[src/rtl/cbctrl_pkg.sv]
// Shared types and constants for the codebook lookup sequencer.
package cbctrl_pkg;

  typedef enum logic [1:0] {
    ACCUM  = 2'd0,
    LOOKUP = 2'd1,
    EMIT   = 2'd2,
    FLUSH  = 2'd3
  } cbctrl_state_t;

  localparam int SYM_W = 4;
  localparam logic [SYM_W-1:0] SYM_ESC = 4'hF;
  localparam int AP_CNT_MAX_DEFAULT = 12;

endpackage

[src/rtl/codebook_ctrl_outbuf.sv]
// Codeword / flush-residue holding register; contents stay put while valid and not ready.
module codebook_ctrl_outbuf
  import cbctrl_pkg::*;
#(
  parameter int DATA_W = 21
) (
  input  logic              clk,
  input  logic              rst_n,
  input  logic              load,
  input  logic              load_flush,
  input  logic [5:0]        load_length,
  input  logic [DATA_W-1:0] load_data,
  input  logic              ready,
  output logic              valid,
  output logic [5:0]        length,
  output logic [DATA_W-1:0] data,
  output logic              flush
);

  always_ff @(posedge clk or negedge rst_n) begin
    if (!rst_n) begin
      valid  <= 1'b0;
      length <= '0;
      data   <= '0;
      flush  <= 1'b0;
    end else if (load) begin
      valid  <= 1'b1;
      length <= load_length;
      data   <= load_data;
      flush  <= load_flush;
    end else if (valid && ready) begin
      valid  <= 1'b0;
      length <= '0;
      data   <= '0;
      flush  <= 1'b0;
    end
  end

endmodule

[src/rtl/codebook_seq_ctrl.sv]
// Codebook lookup sequencer: builds the symbol prefix, drives the external codebook, emits codewords.
// Optional CBCTRL_ERR_CNT_EN adds a saturating 16-bit overflow event counter (ovf_cnt_o).
//
// state  | meaning
// ACCUM  | waiting for a symbol or a flush request
// LOOKUP | codebook inputs settled on the new prefix; sample match
// EMIT   | matched codeword held on cw_*, waiting for cw_ready_i
// FLUSH  | partial prefix reported as residue, waiting for cw_ready_i
module codebook_seq_ctrl
  import cbctrl_pkg::*;
#(
  parameter int CODEBOOK_LENGTH_MAX = 64,
  parameter int ENCODE_DATALENGTH   = 21,
  parameter int AP_CNT_MAX          = AP_CNT_MAX_DEFAULT
) (
  input  logic                           clk_i,
  input  logic                           rst_n_i,
  input  logic                           sym_valid_i,
  output logic                           sym_ready_o,
  input  logic [SYM_W-1:0]               sym_data_i,
  input  logic                           flush_i,
  output logic                           flush_done_o,
  output logic [5:0]                     cb_ap_cnt_o,
  output logic [CODEBOOK_LENGTH_MAX-1:0] cb_ap_data_o,
  input  logic                           cb_match_i,
  input  logic [5:0]                     cb_length_i,
  input  logic [ENCODE_DATALENGTH-1:0]   cb_data_i,
  output logic                           cw_valid_o,
  input  logic                           cw_ready_i,
  output logic [5:0]                     cw_length_o,
  output logic [ENCODE_DATALENGTH-1:0]   cw_data_o,
  output logic                           cw_flush_o,
`ifdef CBCTRL_ERR_CNT_EN
  output logic [15:0]                    ovf_cnt_o,
`endif
  output logic                           ovf_err_o
);

  localparam logic [5:0] AP_CNT_LIM = 6'(AP_CNT_MAX);

  cbctrl_state_t state, state_nxt;
  logic [5:0] ap_cnt;
  logic [CODEBOOK_LENGTH_MAX-1:0] ap_data;
  logic accept, load_cw, load_flush, ovf_evt, prefix_clr, flush_done_set;

  always_ff @(posedge clk_i or negedge rst_n_i) begin
    if (!rst_n_i) state <= ACCUM;
    else          state <= state_nxt;
  end

  always_comb begin
    state_nxt = state;
    case (state)
      ACCUM: begin
        if (flush_i) begin
          if (ap_cnt != 6'd0) state_nxt = FLUSH;
        end else if (sym_valid_i) begin
          state_nxt = LOOKUP;
        end
      end
      LOOKUP:  state_nxt = cb_match_i ? EMIT : ACCUM;
      EMIT:    if (cw_ready_i) state_nxt = ACCUM;
      FLUSH:   if (cw_ready_i) state_nxt = ACCUM;
      default: state_nxt = ACCUM;
    endcase
  end

  always_comb begin
    sym_ready_o = (state == ACCUM) && !flush_i;
    accept      = sym_ready_o && sym_valid_i;
    load_cw     = (state == LOOKUP) && cb_match_i;
    load_flush  = (state == ACCUM) && flush_i && (ap_cnt != 6'd0);
    ovf_evt     = (state == LOOKUP) && !cb_match_i && (ap_cnt == AP_CNT_LIM);
    prefix_clr  = ovf_evt || (((state == EMIT) || (state == FLUSH)) && cw_ready_i);
    // Gate on the registered pulse so a flush level still held for one more cycle does not re-pulse.
    flush_done_set = ((state == ACCUM) && flush_i && (ap_cnt == 6'd0) && !flush_done_o)
                  || ((state == FLUSH) && cw_ready_i);
  end

  always_ff @(posedge clk_i or negedge rst_n_i) begin
    if (!rst_n_i) begin
      ap_cnt       <= '0;
      ap_data      <= '0;
      ovf_err_o    <= 1'b0;
      flush_done_o <= 1'b0;
    end else begin
      flush_done_o <= flush_done_set;
      if (ovf_evt) ovf_err_o <= 1'b1;
      if (prefix_clr) begin
        ap_cnt  <= '0;
        ap_data <= '0;
      end else if (accept) begin
        ap_cnt  <= ap_cnt + 6'd1;
        ap_data <= {ap_data[CODEBOOK_LENGTH_MAX-SYM_W-1:0], sym_data_i};
      end
    end
  end

`ifdef CBCTRL_ERR_CNT_EN
  always_ff @(posedge clk_i or negedge rst_n_i) begin
    if (!rst_n_i)                              ovf_cnt_o <= '0;
    else if (ovf_evt && ovf_cnt_o != 16'hFFFF) ovf_cnt_o <= ovf_cnt_o + 16'd1;
  end
`endif

  assign cb_ap_cnt_o  = ap_cnt;
  assign cb_ap_data_o = ap_data;

  codebook_ctrl_outbuf #(.DATA_W(ENCODE_DATALENGTH)) u_outbuf (
    .clk         (clk_i),
    .rst_n       (rst_n_i),
    .load        (load_cw || load_flush),
    .load_flush  (load_flush),
    .load_length (load_flush ? ap_cnt : cb_length_i),
    .load_data   (load_flush ? '0 : cb_data_i),
    .ready       (cw_ready_i),
    .valid       (cw_valid_o),
    .length      (cw_length_o),
    .data        (cw_data_o),
    .flush       (cw_flush_o)
  );

endmodule

[config.mk]
export PLATFORM = sky130hd
export DESIGN_NAME = codebook_seq_ctrl
export DESIGN_NICKNAME = d
export VERILOG_FILES = /design/src/rtl/cbctrl_pkg.sv /design/src/rtl/codebook_ctrl_outbuf.sv /design/src/rtl/codebook_seq_ctrl.sv
export SDC_FILE = /design/constraint.sdc
export NUM_CORES = 1
export LEC_CHECK = 0
export ABC_AREA = 0
export CAP_MARGIN = 30
export CORE_MARGIN = 3
export CORE_UTILIZATION = 49
export CTS_CLUSTER_SIZE = 8
export DETAILED_ROUTE_END_ITERATION = 12
export PLACE_DENSITY = 0.85
export RECOVER_POWER = 25
export SETUP_SLACK_MARGIN = 0.1
export SYNTH_ARGS = -nofsm -noshare
export SYNTH_HDL_FRONTEND = slang
export SYNTH_SLANG_ARGS = --single-unit
[constraint.sdc]
create_clock -name clk_i -period 5.2 [get_ports clk_i]
set_input_delay 1.04 -clock clk_i [delete_from_list [all_inputs] [get_ports clk_i]]
set_output_delay 1.04 -clock clk_i [all_outputs]
set_load 0.05 [all_outputs]
==> results of run 1 <==
## synth_stat cells (all sizes together), types with 3 or more instances
library cell,n,share of area (%)
o31ai,3,0.86
o22ai,4,0.59
dfrtp,103,61
nand2,137,12
a32o,21,5.0
a32oi,4,0.83
o21ai,68,8.0
a21oi,5,0.59
clkbuf,18,1.6
buf,14,1.8
nand3,12,1.4
inv,5,0.44
or3,3,0.44
## worst register-to-register path, stage by stage, from the launching register on
cell	delay [ns]
dfrtp_1	0.45
inv_1	0.18
ha_1	0.19
nor3b_1	0.56
a21o_1	0.70
a32o_1	0.29
## state kept, by name, indices dropped and copies added, names as in the netlist
register and count:
u_outbuf.data 21, u_outbuf.length 6, u_outbuf.flush 1, state 2, u_outbuf.valid 1, flush_done_o 1, ovf_err_o 1, cb_ap_data_o 64
cb_ap_cnt_o 6
## power groups by stage
stage          combinational, mW  clock (mW)  sequential [mW]
2_1_floorplan              0.392           0             1.69
3_3_place_gp                1.43           0             1.12
3_5_place_dp                1.45           0             1.13
4_1_cts                     1.46       0.511             1.12
5_1_grt                     1.52       0.549             1.15
6_report                    1.45       0.498             1.12
## area by class of cell
cell class | instances | area (um2) | share of cell area (%)
repair buffers | 143 | 1410 | 24.2
clock buffers | 9 | 124 | 2.12
well taps | 105 | 131 | 2.25
multi-input cells | 284 | 1510 | 25.8
inverters | 5 | 18.8 | 0.321
clock inverters | 6 | 70.1 | 1.20
flip-flops and latches | 103 | 2580 | 44.1
## worst max-delay path by stage
stage                             endpoint     from  cells past startpoint  slack (ns)
after floorplan                sym_ready_o  flush_i                      1        2.02
after CTS                      sym_ready_o  flush_i                      3        1.52
after detailed placement       sym_ready_o  flush_i                      3        1.52
after global routing      cb_ap_data_o[24]  rst_n_i                      2        0.71
after global placement         sym_ready_o  flush_i                      3        1.53
final                     cb_ap_data_o[24]  rst_n_i                      2        1.34
## layout by cell type (no fill, tap or decap), drive strengths merged, types with 3 or more instances in the layout
master | synthesis | routed
a32o | 21 | 21
nand2 | 137 | 137
clkdlybuf4s50 | 0 | 136
clkbuf | 18 | 11
a32oi | 4 | 4
dfrtp | 103 | 103
o22ai | 4 | 4
inv | 5 | 7
or3 | 3 | 3
o31ai | 3 | 3
buf | 14 | 4
a21oi | 5 | 5
o21ai | 68 | 68
nand3 | 12 | 12
## kinds of logic after synthesis
kind of cell               after synthesis  share of synthesized area [%]
muxes                                    1                          0.236
adders and majority gates                2                          0.590
DFF                                    103                           60.8
buffers and inverters                   37                           3.87
AOI/OAI and AO/OA                      113                           17.4
and+or+nand+nor                        168                           17.1
## metal layers
| layer | up-vias | wire, um | share of wire [%] | track usage [%] |
|---|---|---|---|---|
| met4 | 0 | 125 | 1.2 | 5.78 |
| met2 | 129 | 5130 | 48 | 35.8 |
| met1 | 1783 | 4470 | 42 | 28.8 |
| li1 | 1700 | - | - | - |
| met3 | 13 | 929 | 8.7 | 7.15 |
| met5 | - | 0 | 0 | 0 |
==> run summary, run 1 <==
status - finished, violations left
failing checks - capacitance limit, slew limit
clock-pin slew of the registers on the worst-case setup and hold paths - 0.10 ns
GP Congestion - 0.834
Final Hold Fails - 0
worst slew pin tran - 2.65 ns
Netlist cell types - 37
diode count - 0
Initial Util - 51.1%
post-cts sizing count - 0
Clock Power Share - 16.3%
Fin Hold WS - 0.483 ns
Peak VDD IR - 0.000300 V
CP max-delay cell - clkbuf_1
RR Endpoint - u_outbuf.data[9]
RSZ-0062 raised after global routing - false
sequential-to-total area share from yosys stat - 60.8%
fin crit period - 3.86 ns
initial antenna violation count - 0
CP arrival - 4.12 ns
drt via density - 5.53
CP endpoint kind - async pin
Hold Path Class - reg -> reg
DR WL/cell - 16.3 um
Final Cycle Share - 74.2%
Power Density - 525 mW/mm2
largest net degree at the start of global routing - 73
wirelength, routed - 10600 um
hold depth - 2
Final Cell Area - 0.00584 mm2
asr flop ratio synth - 100%
Place WS - 1.52 ns
Site Rows - 33
vias in the first global route - 3604
Max-slew headroom - -76.4%
max-slew violation count - 52
Final setup viols - 0
CTS tree - built
initial drt markers - 194
core box area - 0.00830 mm2
YS warnings - 0
Max-Cap Viols - 1
Worst Path Required - 5.47 ns
worst path buffer plus inverter count - 2
Post-synth EDFFs - 0
synthesized flop and latch total - 103
Cell Area, Placed - 0.00565 mm2
DRT Pass-1 Iters - 4
crit path cell chain - clkbuf_1, clkbuf_2
flop2flop setup slack - 2.77 ns
Setup TNS - 0 ns
most common flop cell mapped by yosys - dfrtp_1
PnR worst setup slack - 1.34 ns
final core utilization - 70.3%
Crit path max-delay family - buffers and inverters
hold endpoint - ovf_err_o
first-pass GRT wire length - 17800 um
worst reg2reg path startpoint - cb_ap_cnt_o[0]
fin nets - 585
die area - 0.00980 mm2
ANT nets after route - 0
net switching fraction of the power - 45.7%
post-DP HPWL - 7040 um
Clk Latency, worst-skew pair - 0.35 ns
register share of total power - 36.5%
H-tree Lvls - 3
cells after synthesis - 424
cell internal pwr - 1.66 mW
Comb power frac - 47.2%
startpoint types - input pin
clock root buffer - clkbuf_8
die width - 99.0 um
clock skew - 0.0121 ns
post-route non-filler standard cell count - 655
Syn Nets - 463
FMAX - 259 MHz
Hold Buf Count CTS - 0
WS Path Type - in -> async
Crit Path Max Fanout - 53
mean post-synth cell area - 10.0 um2
share of cells above drive strength 1 - 4.36%
path depth of the worst reg2reg path - 5
Longest Clk Path Bufs - 2
Mapped Area - 0.00424 mm2
CP peak stage delay - 1.84 ns
Area growth, synth to finish - 37.7%
total setup buffers inserted after CTS - 0
# IOs - 139
FILL cells - 645
residual DRC count - 0
Inserted Clock Buffers - 9
Leak - 2.41 nW
Global Route Usage Sum - 22.1%
TritonCTS sink count - 103
grt total ovfl - 0
overall power - 3.06 mW
detailed-route via count - 3625
HP Start - ovf_err_o
Switch Pwr - 1.40 mW
port buffer count - 138
dpl cells - 640
Die Height - 99.0 um
No activity file was read; power rests on OpenSTA's default activity.
==> inputs of run 2 (changes only) <==
Settings changed: CORE_UTILIZATION 49 to 41, PLACE_DENSITY 0.85 to 0.75.
Clock period 5.2 ns to 3.3 ns, I/O delays scaled along.
==> run 2 against run 1 <==
The flow now finishes without violations. Flip-flop and latch count unchanged. Die area rose by 18%. Clock power up 55%. Register-to-register slack worse by 1.8 ns. Non-clock buffer count is 2 higher. Critical endpoint is now sym_ready_o.
==> run summary, run 2 (same netlist as run 1, synthesis figures left out) <==
flop2flop setup slack - 0.93 ns (-1.84 ns)
Clk Latency, worst-skew pair - 0.35 ns (about the same)
fin nets - 587 (+0.34%)
clock root buffer - clkbuf_8
Hold Path Class - reg -> reg
Peak VDD IR - 0.000454 V (+51%)
detailed-route via count - 3580 (-1.2%)
Initial Util - 42.8% (-8.3 points)
dpl cells - 670 (+4.7%)
largest net degree at the start of global routing - 70 (-4.1%)
# IOs - 139 (unchanged)
FMAX - 341 MHz
die area - 0.0116 mm2 (+18%)
Crit Path Max Fanout - 7 (-87%)
TritonCTS sink count - 103 (unchanged)
worst path buffer plus inverter count - 2 (unchanged)
PnR worst setup slack - 0.369 ns (-0.974 ns)
CP peak stage delay - 0.83 ns (-1.01 ns)
Longest Clk Path Bufs - 2 (unchanged)
max reg flops - 64 (unchanged)
fin crit period - 2.93 ns
port buffer count - 138 (unchanged)
H-tree Lvls - 3 (unchanged)
Leak - 2.42 nW (+0.59%)
DR WL/cell - 15.8 um (-3.1%)
Critical Path Most Common Cell - clkdlybuf4s50_1
Crit path max-delay family - buffers and inverters
DRT Pass-1 Iters - 4 (unchanged)
initial antenna violation count - 0 (unchanged)
core box area - 0.00991 mm2 (+19%)
Hold Buf Count CTS - 0 (unchanged)
WS Path Type - in -> out
Die Height - 108 um (+8.8%)
clock skew - 0.00953 ns (-0.00254 ns)
CTS tree - built
RSZ-0062 raised after global routing - false
post-cts sizing count - 0 (unchanged)
Power Density - 819 mW/mm2 (+56%)
Area growth, synth to finish - 39.1%
max-slew violation count - 0 (-100%)
status - finished clean
drt via density - 5.23 (-5.6%)
Setup TNS - 0 ns (unchanged)
Fin Hold WS - 0.483 ns (-0.000574 ns)
post-DP HPWL - 7250 um (+3.0%)
diode count - 0 (unchanged)
ANT nets after route - 0 (unchanged)
CP endpoint kind - output port
clock-pin slew of the registers on the worst-case setup and hold paths - 0.09 ns (about the same)
Place WS - 0.373 ns (-1.15 ns)
Worst Path Required - 2.64 ns (-2.83 ns)
Final Cycle Share - 88.8%
wirelength, routed - 10800 um (+1.3%)
initial drt markers - 213 (+9.8%)
Final setup viols - 0 (unchanged)
Global Route Usage Sum - 19.1% (-3.0 points)
share of cells above drive strength 1 - 4.71% (+0.35 points)
Final Hold Fails - 0 (unchanged)
CP arrival - 2.27 ns (-1.85 ns)
residual DRC count - 0 (unchanged)
overall power - 4.83 mW (+58%)
Max-slew headroom - 12.9% (+89 points)
first-pass GRT wire length - 17800 um (+0.12%)
vias in the first global route - 3484 (-3.3%)
CP max-delay cell - clkdlybuf4s50_1
Site Rows - 36 (+9.1%)
post-route non-filler standard cell count - 685 (+4.6%)
GP Congestion - 0.777 (-6.9%)
FILL cells - 866 (+34%)
die width - 108 um (+8.8%)
Max-Cap Viols - 0 (-1)
commonest cells after routing, fill and taps aside - nand2_1, clkdlybuf4s50_1, dfrtp_1
startpoint types - input pin
Inserted Clock Buffers - 9 (unchanged)
crit path cell chain - clkdlybuf4s50_1, nor3_1, clkdlybuf4s50_1
total setup buffers inserted after CTS - 0 (unchanged)
grt total ovfl - 0 (unchanged)
worst slew pin tran - 1.31 ns (-1.34 ns)
run 2: where the power goes:
part           total [mW]  switching (mW)  internal [mW]
logic                2.30            1.56          0.740
clock network       0.771           0.422          0.349
registers            1.76           0.224           1.54
run 2: worst paths after layout:
| path | from | endpoint | depth (start not counted) |
|---|---|---|---|
| worst max-delay path | flush_i | sym_ready_o | 3 |
| worst min-delay path | u_outbuf.flush | u_outbuf.flush | 1 |
| worst max register to register | cb_ap_cnt_o[0] | u_outbuf.data[6] | 5 |
| worst min register to register | u_outbuf.flush | u_outbuf.flush | 1 |
| max in group asynchronous | rst_n_i | cb_ap_data_o[39] | 2 |
| min in group asynchronous | rst_n_i | u_outbuf.data[12] | 1 |
run 2: worst reg2reg max path, cell delays in order (launching register included):
cell	delay, ns
dfrtp_1	0.44
inv_1	0.17
ha_1	0.18
nor3b_1	0.53
a21o_1	0.71
a32o_1	0.29
run 2: routing by layer:
metal | wire [um] | track usage, % | up-vias
met4 | 138 | 6.31 | 0
met1 | 4840 | 26.3 | 1766
met2 | 5280 | 30.1 | 96
met5 | 0 | 0 | -
met3 | 533 | 4.08 | 12
li1 | - | - | 1706
run 2: layout make-up:
type | count | area, um2 | share of cell area [%]
Clock inverter | 5 | 60.1 | 1.02
Multi-Input combinational cell | 284 | 1510 | 25.6
Clock buffer | 10 | 128 | 2.16
Tap cell | 133 | 166 | 2.82
Sequential cell | 103 | 2580 | 43.7
Inverter | 5 | 18.8 | 0.318
Timing Repair Buffer | 145 | 1440 | 24.4
run 2: through the flow:
step / utilization (%) / area [um2]
after floorplan: - / 4240
after global placement: 57.8 / 5730
after detailed placement: 57.8 / 5730
after CTS: 59.7 / 5910
after global routing: 59.5 / 5900
final: 59.5 / 5900
==> inputs of run 3 (changes only) <==
Settings changed: CORE_UTILIZATION 41 to 42, PLACE_DENSITY 0.75 to 0.76, RECOVER_POWER 25 to unset, SYNTH_HIERARCHICAL set to 1.
==> run 3 against run 2 <==
Final cell count grew 6.6%. Routed wire length grew 9.5%. Clock skew grew 0.0077 ns. First-iteration DRC count grew 38%. Clock power grew 6.0%. Critical path depth is the same. Total power shrank 10%. Critical endpoint unchanged.
==> run summary, run 3 <==
status - finished clean
Area growth, synth to finish - 37.4%
Site Rows - 37 (+2.8%)
Post-Synth Simple-Gate Area - 20.3% (+3.2 points)
Die Height - 110 um (+2.0%)
RSZ-0062 raised after global routing - false
register share of total power - 36.7% (+0.2 points)
Setup TNS - 0 ns (unchanged)
Power Density - 698 mW/mm2 (-15%)
post-synthesis mux area share - 1.49% (+1.3 points)
max reg flops - 64 (unchanged)
Clock Power Share - 18.8% (+2.8 points)
core box area - 0.0104 mm2 (+5.1%)
Comb power frac - 44.4% (-3.2 points)
Crit Path Max Fanout - 8 (+1)
max-slew violation count - 0 (unchanged)
Initial Util - 43.5% (+0.71 points)
post-route non-filler standard cell count - 730 (+6.6%)
YS warnings - 6 (+6)
Hold Buf Count CTS - 0 (unchanged)
top post-synthesis cells by count - nand2_1, dfrtp_1, a21oi_1
dpl cells - 715 (+6.7%)
clock skew - 0.0173 ns (+0.00774 ns)
initial antenna violation count - 0 (unchanged)
Post-Synth XOR/XNOR Area - 0% (unchanged)
largest net degree at the start of global routing - 67 (-4.3%)
worst slew pin tran - 0.584 ns (-0.722 ns)
Synth Area in Adders - 0.552% (-0.038 points)
cells after synthesis - 467 (+10%)
drt via density - 5.19 (-0.61%)
fin nets - 629 (+7.2%)
largest cells by area after synthesis - dfrtp_1, nand2_1, a21oi_1, nor2b_1, a22o_1
net switching fraction of the power - 42.4% (-3.2 points)
clock-pin slew of the registers on the worst-case setup and hold paths - 0.10 ns (about the same)
H-tree Lvls - 3 (unchanged)
FMAX - 340 MHz (-0.26%)
Switch Pwr - 1.84 mW (-16%)
largest family of logic cells by synthesized area - simple AND/OR/NAND/NOR gates
post-synth top area cell - dfrtp_1
TritonCTS sink count - 103 (unchanged)
Syn Nets - 506 (+9.3%)
ANT nets after route - 0 (unchanged)
first-pass GRT wire length - 18800 um (+5.5%)
synthesized flop and latch total - 103 (unchanged)
Netlist cell types - 33 (-11%)
Max-Cap Viols - 0 (unchanged)
startpoint types - input pin
CTS tree - built
mean post-synth cell area - 9.70 um2 (-3.0%)
Worst Path Required - 2.64 ns (about the same)
commonest non-fill, non-tap cell in the layout - clkdlybuf4s50_1
Longest Clk Path Bufs - 2 (unchanged)
worst reg2reg path startpoint - cb_ap_cnt_o[0]
DR WL/cell - 16.2 um (+2.7%)
Final Hold Fails - 0 (unchanged)
share of cells above drive strength 1 - 6.23% (+1.5 points)
CP endpoint kind - output port
grt total ovfl - 0 (unchanged)
CP arrival - 2.28 ns (about the same)
# IOs - 139 (unchanged)
sequential-to-total area share from yosys stat - 56.9% (-3.9 points)
Final setup viols - 0 (unchanged)
post-cts sizing count - 0 (unchanged)
clock root buffer - clkbuf_8
Leak - 2.65 nW (+9.4%)
Post-synth EDFFs - 0 (unchanged)
GP Congestion - 0.757 (-2.5%)
die area - 0.0121 mm2 (+4.1%)
Mapped Area - 0.00453 mm2 (+6.8%)
most common flop cell mapped by yosys - dfrtp_1
most common cell in the synthesized netlist - nand2_1
Final Cycle Share - 89.0% (+0.23 points)
Clk Latency, worst-skew pair - 0.36 ns (about the same)
commonest cells after routing, fill and taps aside - clkdlybuf4s50_1, nand2_1, dfrtp_1
Peak VDD IR - 0.000417 V (-8.3%)
flop2flop setup slack - 0.76 ns (-0.17 ns)
fin crit period - 2.94 ns (+0.00757 ns)
total setup buffers inserted after CTS - 0 (unchanged)
WS Path Type - in -> out
post-DP HPWL - 7940 um (+9.6%)
residual DRC count - 0 (unchanged)
vias in the first global route - 3707 (+6.4%)
DRT Pass-1 Iters - 4 (unchanged)
detailed-route via count - 3792 (+5.9%)
cell internal pwr - 2.50 mW (-4.8%)
asr flop ratio synth - 100% (unchanged)
Synth top area share - 56.9% (-3.9 points)
Global Route Usage Sum - 19.6% (+0.47 points)
post-synthesis compound-gate area fraction - 16.0% (-1.3 points)
diode count - 0 (unchanged)
Hold Path Class - in -> async
initial drt markers - 294 (+38%)
wirelength, routed - 11800 um (+9.5%)
port buffer count - 138 (unchanged)
Max-slew headroom - 61.1% (+48 points)
Inserted Clock Buffers - 9 (unchanged)
worst setup path start - flush_i
die width - 110 um (+2.0%)
run 3: changes by cell type in the layout (fill, tap and decap cells not counted), sizes merged, moves of 4 or more:
cell	previous run	this run
a22o	0	28
a32o	21	0
nor2b	1	47
buf	6	11
nand3	12	3
a21oi	5	70
inv	5	9
a32oi	4	0
o22ai	4	0
mux2	0	6
o21ai	68	4
run 3: layout make-up:
| type | count | area (um2) |
|---|---|---|
| fill | 918 | 4190 |
| sequential | 103 | 2580 |
| clock inverter | 6 | 78.8 |
| timing repair buffer | 148 | 1500 |
| multi-input combinational | 321 | 1750 |
| tap | 136 | 170 |
| clock buffer | 9 | 124 |
| inverter | 7 | 26.3 |
run 3: worst max-delay path: stages:
cell	delay (ns)
clkdlybuf4s50_1	0.55
nor3_1	0.23
clkdlybuf4s50_1	0.84
run 3: kinds of logic (layout without fill, tap and decap cells):
kind of cell | count (synthesis) | count (layout)
buffers and inverters | 43 | 170
AOI/OAI and AO/OA | 113 | 113
muxes | 6 | 6
adders and majority gates | 2 | 2
DFF | 103 | 103
and+or+nand+nor | 200 | 200
run 3: path summary, 6_finish.rpt:
kind	to	cells after the start
worst min-delay path	u_outbuf/data[4]	1
worst max-delay path	sym_ready_o	3
max in group asynchronous	cb_ap_data_o[26]	3
worst min register to register	ovf_err_o	2
worst max register to register	u_outbuf/data[8]	7
min in group clk_i	ovf_err_o	2
run 3: per-stage QoR:
step | setup WS (ns) | power, mW | cell area, um2 | utilization [%] | hold WS, ns
3_5_place_dp | 0.386 | 3.55 | 6020 | 57.8 | 0.459
3_3_place_gp | 0.389 | 3.51 | 5990 | 57.5 | 0.461
2_1_floorplan | 0.397 | 2.96 | 4530 | - | 0.364
6_report | 0.362 | 4.34 | 6220 | 59.7 | 0.253
5_1_grt | 0.262 | 4.57 | 6220 | 59.7 | 0.263
4_1_cts | 0.381 | 4.38 | 6220 | 59.7 | 0.252
run 3: power by group through the flow:
stage / combinational (mW) / clock, mW / sequential [mW]
floorplan: 0.750 / 0 / 2.21
global placement: 1.90 / 0 / 1.61
detailed placement: 1.93 / 0 / 1.62
CTS: 1.94 / 0.844 / 1.59
global route: 2.07 / 0.889 / 1.62
finish: 1.93 / 0.817 / 1.60
run 3: layer usage:
| layer | part of all wire, % | global-route usage (%) | vias up |
|---|---|---|---|
| li1 | - | - | 1802 |
| met1 | 44 | 26.1 | 1846 |
| met2 | 46 | 30.6 | 140 |
| met3 | 10 | 7.75 | 4 |
| met4 | 0.36 | 3.38 | 0 |
| met5 | 0 | 0 | - |
